$ cat src/rtl/seq_mul_pkg.sv
// Shared types and width defaults for the sequential signed multiplier.
// Consumers build with or without EARLY_TERM_EN; nothing here depends on it.
package seq_mul_pkg;

  localparam int DEF_WIDTH = 16;
  localparam int DEF_PAIRS = DEF_WIDTH / 2;
  localparam int DEF_PW    = 2 * DEF_WIDTH;
  localparam int DEF_SW    = DEF_WIDTH + 2;
  localparam int DEF_KW    = $clog2(DEF_PAIRS);

  typedef enum logic [1:0] {
    IDLE = 2'd0,
    RUN  = 2'd1,
    DONE = 2'd2
  } state_t;

endpackage

$ cat src/rtl/seq_mul_acc.sv
// Shift-and-add accumulator: adds sext(lay_sum) << 2k per enabled cycle.
// Two's-complement wrap at 2*WIDTH bits is the intended arithmetic.
module seq_mul_acc
  import seq_mul_pkg::*;
#(
  parameter int WIDTH = DEF_WIDTH
) (
  input  logic                          clk,
  input  logic                          rst_n,
  input  logic                          clr,
  input  logic                          en,
  input  logic [$clog2(WIDTH/2)-1:0]    k,
  input  logic [WIDTH+1:0]              lay_sum,
  output logic [2*WIDTH-1:0]            acc
);

  localparam int PW = 2 * WIDTH;
  localparam int SW = WIDTH + 2;

  logic [PW-1:0] sum_ext;
  logic [PW-1:0] term;

  assign sum_ext = {{(PW-SW){lay_sum[SW-1]}}, lay_sum};
  assign term    = sum_ext << {k, 1'b0};

  always_ff @(posedge clk or negedge rst_n) begin
    if (!rst_n) begin
      acc <= '0;
    end else if (clr) begin
      acc <= '0;
    end else if (en) begin
      acc <= acc + term;
    end
  end

endmodule

$ cat src/rtl/seq_mul_signed16_ctrl.sv
// Radix-4 sequential signed multiply controller driving an external 16x2 layer.
// Optional EARLY_TERM_EN ends RUN once the remaining multiplier bits are zero.
module seq_mul_signed16_ctrl
  import seq_mul_pkg::*;
#(
  parameter int WIDTH = DEF_WIDTH
) (
  input  logic                 clk,
  input  logic                 rst_n,
  input  logic                 in_valid,
  output logic                 in_ready,
  input  logic [WIDTH-1:0]     in_a,
  input  logic [WIDTH-1:0]     in_b,
  output logic [WIDTH-1:0]     lay_a,
  output logic                 lay_b_low,
  output logic                 lay_b_high,
  output logic                 lay_cin,
  input  logic [WIDTH+1:0]     lay_sum,
  output logic                 out_valid,
  input  logic                 out_ready,
  output logic [2*WIDTH-1:0]   out_p,
  output logic                 busy
);

  localparam int PAIRS = WIDTH / 2;
  localparam int KW    = $clog2(PAIRS);

  state_t            state;
  state_t            state_nx;
  logic [WIDTH-1:0]  a_q;
  logic [WIDTH-1:0]  b_q;
  logic [KW-1:0]     k;
  logic [2*WIDTH-1:0] acc;
  logic              start;
  logic              skip;
  logic              step;
  logic              last;

  assign start = (state == IDLE) && in_valid;
  assign last  = (k == KW'(PAIRS - 1));

`ifdef EARLY_TERM_EN
  assign skip = (b_q == '0);
`else
  assign skip = 1'b0;
`endif

  assign step = (state == RUN) && !skip;

  always_ff @(posedge clk or negedge rst_n) begin
    if (!rst_n) begin
      state <= IDLE;
    end else begin
      state <= state_nx;
    end
  end

  always_comb begin
    state_nx = state;
    unique case (state)
      IDLE: if (in_valid) state_nx = RUN;
      RUN:  if (skip || last) state_nx = DONE;
      DONE: if (out_ready) state_nx = IDLE;
      default: state_nx = IDLE;
    endcase
  end

  // b_q shifts logically so the live digit always sits in bits [1:0]
  always_ff @(posedge clk or negedge rst_n) begin
    if (!rst_n) begin
      a_q <= '0;
      b_q <= '0;
      k   <= '0;
    end else if (start) begin
      a_q <= in_a;
      b_q <= in_b;
      k   <= '0;
    end else if (step) begin
      b_q <= b_q >> 2;
      k   <= k + 1'b1;
    end
  end

  seq_mul_acc #(
    .WIDTH (WIDTH)
  ) u_acc (
    .clk     (clk),
    .rst_n   (rst_n),
    .clr     (start),
    .en      (step),
    .k       (k),
    .lay_sum (lay_sum),
    .acc     (acc)
  );

  assign lay_cin = 1'b0;

  always_comb begin
    in_ready   = 1'b0;
    busy       = 1'b0;
    out_valid  = 1'b0;
    out_p      = '0;
    lay_a      = '0;
    lay_b_low  = 1'b0;
    lay_b_high = 1'b0;
    unique case (state)
      IDLE: in_ready = 1'b1;
      RUN: begin
        busy       = 1'b1;
        lay_a      = a_q;
        lay_b_low  = b_q[0];
        lay_b_high = b_q[1];
      end
      DONE: begin
        out_valid = 1'b1;
        out_p     = acc;
      end
      default: ;
    endcase
  end

endmodule

$ cat config.mk
export PLATFORM = sky130hd
export DESIGN_NAME = seq_mul_signed16_ctrl
export DESIGN_NICKNAME = d
export VERILOG_FILES = /design/src/rtl/seq_mul_pkg.sv /design/src/rtl/seq_mul_acc.sv /design/src/rtl/seq_mul_signed16_ctrl.sv
export SDC_FILE = /design/constraint.sdc
export NUM_CORES = 1
export LEC_CHECK = 0
export ABC_CLOCK_PERIOD_IN_PS = 3200
export BUFFER_PORTS_ARGS = -buffer_cell sky130_fd_sc_hd__buf_2
export CAP_MARGIN = 20
export CORE_MARGIN = 2
export CORE_UTILIZATION = 51
export DETAILED_ROUTE_END_ITERATION = 8
export PLACE_DENSITY = 0.76
export RECOVER_POWER = 100
export SYNTH_ARGS = -nofsm -noshare
export SYNTH_HDL_FRONTEND = slang
export SYNTH_SLANG_ARGS = --single-unit
$ cat constraint.sdc
create_clock -name clk -period 3.2 [get_ports clk]
set_input_delay 0.16 -clock clk [delete_from_list [all_inputs] [get_ports clk]]
set_output_delay 0.16 -clock clk [all_outputs]
set_load 0.02 [all_outputs]
==> results of run 1 <==
## state kept, by name (all words and copies together) (netlist names)
register,flops
a_q,16
b_q,16
k,3
state,2
u_acc.acc,32
## synth_stat cells, types with 6 or more instances
cell | instances | area (sq um)
o21a_1 | 6 | 45.04
nand2_1 | 155 | 581.8
a22oi_1 | 15 | 112.6
nand3_1 | 15 | 75.07
clkbuf_1 | 33 | 123.9
dfrtp_1 | 69 | 1727
a21o_1 | 10 | 75.07
a211oi_1 | 6 | 45.04
ha_1 | 33 | 412.9
nor2_1 | 30 | 112.6
xnor2_1 | 10 | 87.58
mux2i_1 | 20 | 200.2
inv_1 | 13 | 48.80
and2_1 | 52 | 325.3
nand4_1 | 7 | 43.79
a31oi_1 | 6 | 37.54
mux2_2 | 7 | 78.83
nor3_1 | 9 | 45.04
o21ai_0 | 64 | 320.3
a21oi_1 | 38 | 190.2
xor2_1 | 14 | 122.6
## worst max-delay path, delay by kind of cell, from the launching register on
family | cells | cell delay (ns)
mux | 1 | 0.18
fa+ha+maj | 1 | 0.32
flops | 1 | 0.50
compound gates | 5 | 0.96
simple gates | 5 | 0.94
buf+inv | 2 | 0.32
## what timing repair did
item                                   in CTS  in global routing
setup buffers                               6                 12
endpoints found under the hold margin      43                  0
resized for setup                          28                108
pin swaps                                  10                 41
hold buffers                               16                  0
setup endpoints to repair                  16                 22
## layout make-up
type	instances	area (sq um)	area share, %
clock buffer	10	137.6	1.810
inverter	14	52.55	0.6909
clock inverter	6	93.84	1.234
sequential	69	1729	22.73
tap	136	170.2	2.237
timing repair buffer	223	1484	19.51
multi-input combinational	564	3939	51.78
## worst max path at each step
stage	startpoint	endpoint	depth (start not counted)
floorplan	k[0]	u_acc.acc[11]	13
global placement	k[0]	u_acc.acc[31]	14
detailed placement	k[0]	u_acc.acc[31]	14
CTS	k[0]	u_acc.acc[31]	14
global route	k[0]	u_acc.acc[31]	14
finish	k[0]	u_acc.acc[31]	14
## metrics by stage
step | setup WS [ns] | cells | cell area (sq um) | TNS, ns | utilization [%]
6_report | -0.09290 | 1022 | 7606 | -0.3266 | 73.68
5_1_grt | -0.2343 | 1022 | 7606 | -2.090 | 73.68
4_1_cts | -0.05149 | 1010 | 7152 | -0.05254 | 69.28
3_5_place_dp | -0.3181 | 972 | 6606 | -1.024 | 63.99
3_3_place_gp | -0.2193 | 972 | 6606 | -0.4212 | 63.99
2_1_floorplan | 0.07422 | 688 | 5439 | 0 | -
## layer usage
layer / global-route usage [%] / part of all wire [%] / vias up
met4: 8.998 / 2.3 / 0
met2: 51.13 / 47 / 313
met1: 41.51 / 42 / 2856
met3: 5.167 / 8.5 / 41
met5: 0 / 0 / -
li1: - / - / 2798
## cells by family after synthesis
group / Yosys count / synth area share [%]
AO/OA/AOI/OAI: 187 / 22.12
XOR/XNOR: 24 / 3.867
adder cells (fa/ha/maj): 34 / 7.965
buffers and inverters: 55 / 4.098
flip-flops: 69 / 31.77
multiplexers: 27 / 5.134
other: 1 / 0.06899
AND/OR/NAND/NOR: 291 / 24.98
==> impl_results.md, run 1 <==
- Status: finished, violations left
- Failing checks: DRC, capacitance limit, slew limit, setup timing
- Fin nets: about 970
- Crit Path Class: register to register
- Vias in the first global route: a little under 6,000
- Root Buffer Master: clkbuf_8
- CTS Buf Count: 9
- Final hold viol count: 0
- Maximum clock path buffer count: 2
- Crit start category: register
- EDFF count, synth: 0
- Max FO, Critical Path: 7
- Synth cell types: 65
- R2r setup slk: -0.09 ns
- Final count of pins violating max slew: just under 70
- Horiz. Die Dim: approximately 110 um
- Hold endpoint: a_q[6]
- Hold Path Depth: 3
- Share of layout cells above drive strength 1: between 30 and 40%
- Initial Utilization: between 50 and 60%
- Syn nets: between 700 and 800
- HP Start: in_a[6]
- Worst Skew: 0.01893 ns
- Drt first pass iters: 9
- Worst-Margin Slew: 1.670 ns
- Crit path top cell by count: nand2_1
- Drt wl/cell: around 18 um
- # IOs: roughly 110
- Total number of vias: approximately 6,000
- FF+latch count, synth: 69
- Fill cell count: just under 800
- Antenna violations before repair: 0
- Most common cell after layout, fill and taps aside: nand2_1
- Grt ovf: 0
- RSZ-0062 raised after global routing: yes
- Crit-path slowest cell: dfrtp_2
- Final setup vio count: 8
- GRT Total Usage: 30.87%
- Syn Inst Count: a little under 700
- Arrival time at the worst endpoint: between 3 and 4 ns
- H-tree Lvls: 3
- Min setup slack post-route: -0.09290 ns
- Initial DRC count: roughly 560
- Synth warn: 0
- Sequential share of the synthesized area: about a third
- FF-to-FF End: u_acc.acc[31]
- Netlist Area Pre-Place: approximately 5400 sq um
- Largest net degree at the start of global routing: 47
- CTS tree: done
- Worst hold path type: input port to register
- Die height: about 110 um
- Slew headroom: -11.35%
- Delay of the slowest critical-path stage: approximately 0.50 ns
- Via density: between 5 and 6
- Worst setup EP type: register
- Antenna fix cells: 0
- Final ANT Viol Nets: 0
- # clock sinks: 69
- Clk pin slew, worst setup/hold paths: approximately 0.090 ns
- Die Outline Area: about 11,000 sq um
- Reg2reg path depth: 14
- Max Freq: around 300 MHz
- Reg-to-reg startpoint: k[0]
- Period minus WS final: about 3.3 ns
- GPL Wtd Cong: about 1.0
- Row cnt: 37
- Maxcap violations: 2
- Crit share post-route: 102.9%
- Syn avg cell area: approximately 7.9 sq um
- Most used DFF post-synth: dfrtp_1
- Commonest non-fill, non-tap cells in the layout: 148 x nand2_1, 105 x buf_2, 90 x buf_4
- Asr flop ratio synth: 100.0%
- First-pass GRT wire length: 28,180 um
- Drt total wl: between 15,000 and 20,000 um
- Worst endpoint required time: 3.48 ns
- Post-DP HPWL: 12,370 um
- Final hold slack: roughly 0.015 ns
- Crit-path cells: buf_8 -> mux2i_4 -> nand2_1 -> nand2_2 -> o22ai_1 -> ha_2 -> buf_4 -> a211oi_2 -> nand2_1 -> a311oi_4 -> nor3_2 -> o21ai_1 -> or4b_1 -> o211ai_2
- Area growth syn-to-layout: 39.94%
- Port bufs: 106
- Area of the core: between 10,000 and 15,000 sq um
- DRC viols: 1
- Clk_lat worst skew: about 0.36 ns
Power of run 1 is left out: the tool's default activity adds up to more than one toggle a clock period on the data nets, which glitch-free logic cannot reach.
==> run 2, diff against run 1 <==
CORE_UTILIZATION = 52   (was 51)
CTS_BUF_LIST = sky130_fd_sc_hd__clkbuf_8   (was unset)
PLACE_DENSITY = 0.8   (was 0.76)
==> impl_results.md, run 2 (synthesized netlist as in run 1, its figures left out) <==
- Via density: between 5 and 6
- Most common cell after layout, fill and taps aside: nand2_1
- Worst endpoint required time: roughly 3.5 ns
- M1 wire length: around 7500 um
- Met2 WL: ~8300 um
- Reg with most FFs: u_acc.acc
- # clock sinks: between 60 and 70
- Placed cells: 968
- First-pass GRT wire length: 27,290 um
- Final ANT Viol Nets: 0
- Arrival time at the worst endpoint: 3.58 ns
- Port bufs: around 110
- Crit path buffers/inverters: 2
- Clk pin slew, worst setup/hold paths: 0.08 ns
- Clk_lat worst skew: 0.36 ns
- Area of the core: 10,230 sq um
- Max layer used: met4
- Worst hold path type: input port to register
- Crit-path slowest cell: or4b_1
- Fill cell count: 735
- # IOs: around 110
- Regs by FF count: u_acc.acc x32, a_q x16, b_q x16
- Max Freq: 303.6 MHz
- Crit start category: register
- Horiz. Die Dim: between 100 and 150 um
- Maximum clock path buffer count: 2
- H-tree Lvls: 3
- Die Outline Area: between 10,000 and 15,000 sq um
- Crit path top cell by count: nor3_2
- Antenna violations before repair: 0
- CTS tree: done
- Max FO, Critical Path: 8
- Failing checks: capacitance limit, slew limit, setup timing
- Min setup slack post-route: -0.09396 ns
- Drt first pass iters: 5
- CTS Buf Count: 9
- Status: finished, violations left
- Worst setup EP type: register
- Final count of pins violating max slew: around 70
- Initial Utilization: ~53%
- Share of layout cells above drive strength 1: between 30 and 40%
- Slew headroom: -10.43%
- Total number of vias: ~6,000
- Maxcap violations: 2
- DRC viols: 0
- RSZ-0062 raised after global routing: yes
- Worst-Margin Slew: between 1.5 and 2 ns
- Die height: about 110 um
- Delay of the slowest critical-path stage: between 0.5 and 0.6 ns
- Final setup vio count: 5
- Crit Path Class: register to register
- Row cnt: 37
- Period minus WS final: roughly 3.3 ns
- Final hold slack: about 0.023 ns
- Vias in the first global route: ~5,600
- Placement Setup Slack: -0.2131 ns
- Max reg flops: 32
- Worst Skew: about 0.011 ns
- Fin nets: 972
- Antenna fix cells: 0
- Top delay family on crit path: simple AND/OR/NAND/NOR gates
- GPL Wtd Cong: roughly 1.0
- GRT Total Usage: 30.32%
- Root Buffer Master: clkbuf_8
- Area growth syn-to-layout: 41.05%
- Largest net degree at the start of global routing: 47
- Final hold viol count: 0
- Crit share post-route: 102.9%
- Post-DP HPWL: between 10,000 and 15,000 um
- Met3 WL: ~1500 um
- Commonest non-fill, non-tap cells in the layout: 149 x nand2_1, 104 x buf_2, 90 x buf_4
- Crit-path cells: buf_12 -> nand2b_1 -> buf_4 -> nand2_1 -> o21ai_2 -> mux2i_2 -> ha_4 -> nand2_2 -> nor4b_4 -> o211ai_1 -> nor3_2 -> nor3_2 -> or4b_1 -> o211ai_2
- Grt ovf: 0
- Initial DRC count: 610
- Setup TNS: -0.2029 ns
- Drt wl/cell: approximately 17 um
- Drt total wl: ~18,000 um
- Cell Count, Final, Fillers Out: a little over 1,000
[run 2: cell count changes in the layout (fill, tap and decap cells not counted), moves of 2 or more]
cell and change:
mux2_4 +3, o21ai_4 +2, o21ai_0 +8, a211oi_2 -3
inv_6 -2, o21ai_2 -3, ha_4 +4, a211oi_4 +2
inv_1 +2, ha_1 -3, nand2_4 -2, mux2_2 -3
a21oi_1 +2, o21ai_1 -7
[run 2: metrics by stage]
step                cell area (sq um)  utilization [%]
detailed placement               6576            64.28
floorplan                        5439                -
global placement                 6576            64.28
finish                           7666            74.93
global route                     7666            74.93
CTS                              7047            68.88
[run 2: worst paths after layout]
| kind | start | endpoint | slack, ns | cells past startpoint |
|---|---|---|---|---|
| worst max-delay path | k[0] | u_acc.acc[31] | -0.09 | 14 |
| worst min-delay path | in_b[15] | b_q[15] | 0.02 | 3 |
| worst max register to register | k[0] | u_acc.acc[31] | -0.09 | 14 |
| worst min register to register | b_q[0] | b_q[0] | 0.47 | 2 |
| max in group asynchronous | rst_n | k[0] | 0.53 | 4 |
| min in group asynchronous | rst_n | u_acc.acc[4] | 0.41 | 2 |
[run 2: area by class of cell]
cell class              instances  area [sq um]  area share (%)
flip-flops and latches         69          1729           22.56
well taps                     136         170.2           2.220
inverters                      14         56.30          0.7345
clock buffers                   9         123.9           1.616
multi-input cells             564          3989           52.03
clock inverters                 7         83.83           1.094
repair buffers                226          1514           19.75
[run 2: repair_timing]
item | CTS | global route
gates resized for setup | 25 | 107
pin swaps | 5 | 47
endpoints found under the hold margin | 19 | 0
hold buffers | 17 | 0
setup buffers | 1 | 23
endpoints found under the setup margin | 15 | 21
cloned | 0 | 0
[run 2: tightest hold or removal path: cells and delay by family]
kind / cells / cell delay (ns)
buffers and inverters: 1 / 0.08
and+or+nand+nor: 1 / 0.04
AOI/OAI and AO/OA: 1 / 0.06
[run 2: routing by layer]
metal | global-route usage (%) | up-vias
met3 | 6.254 | 42
met1 | 42.03 | 2891
met4 | 8.271 | 0
met2 | 48.26 | 284
met5 | 0 | -
li1 | - | 2803
Power of run 2 is left out for the same reason.
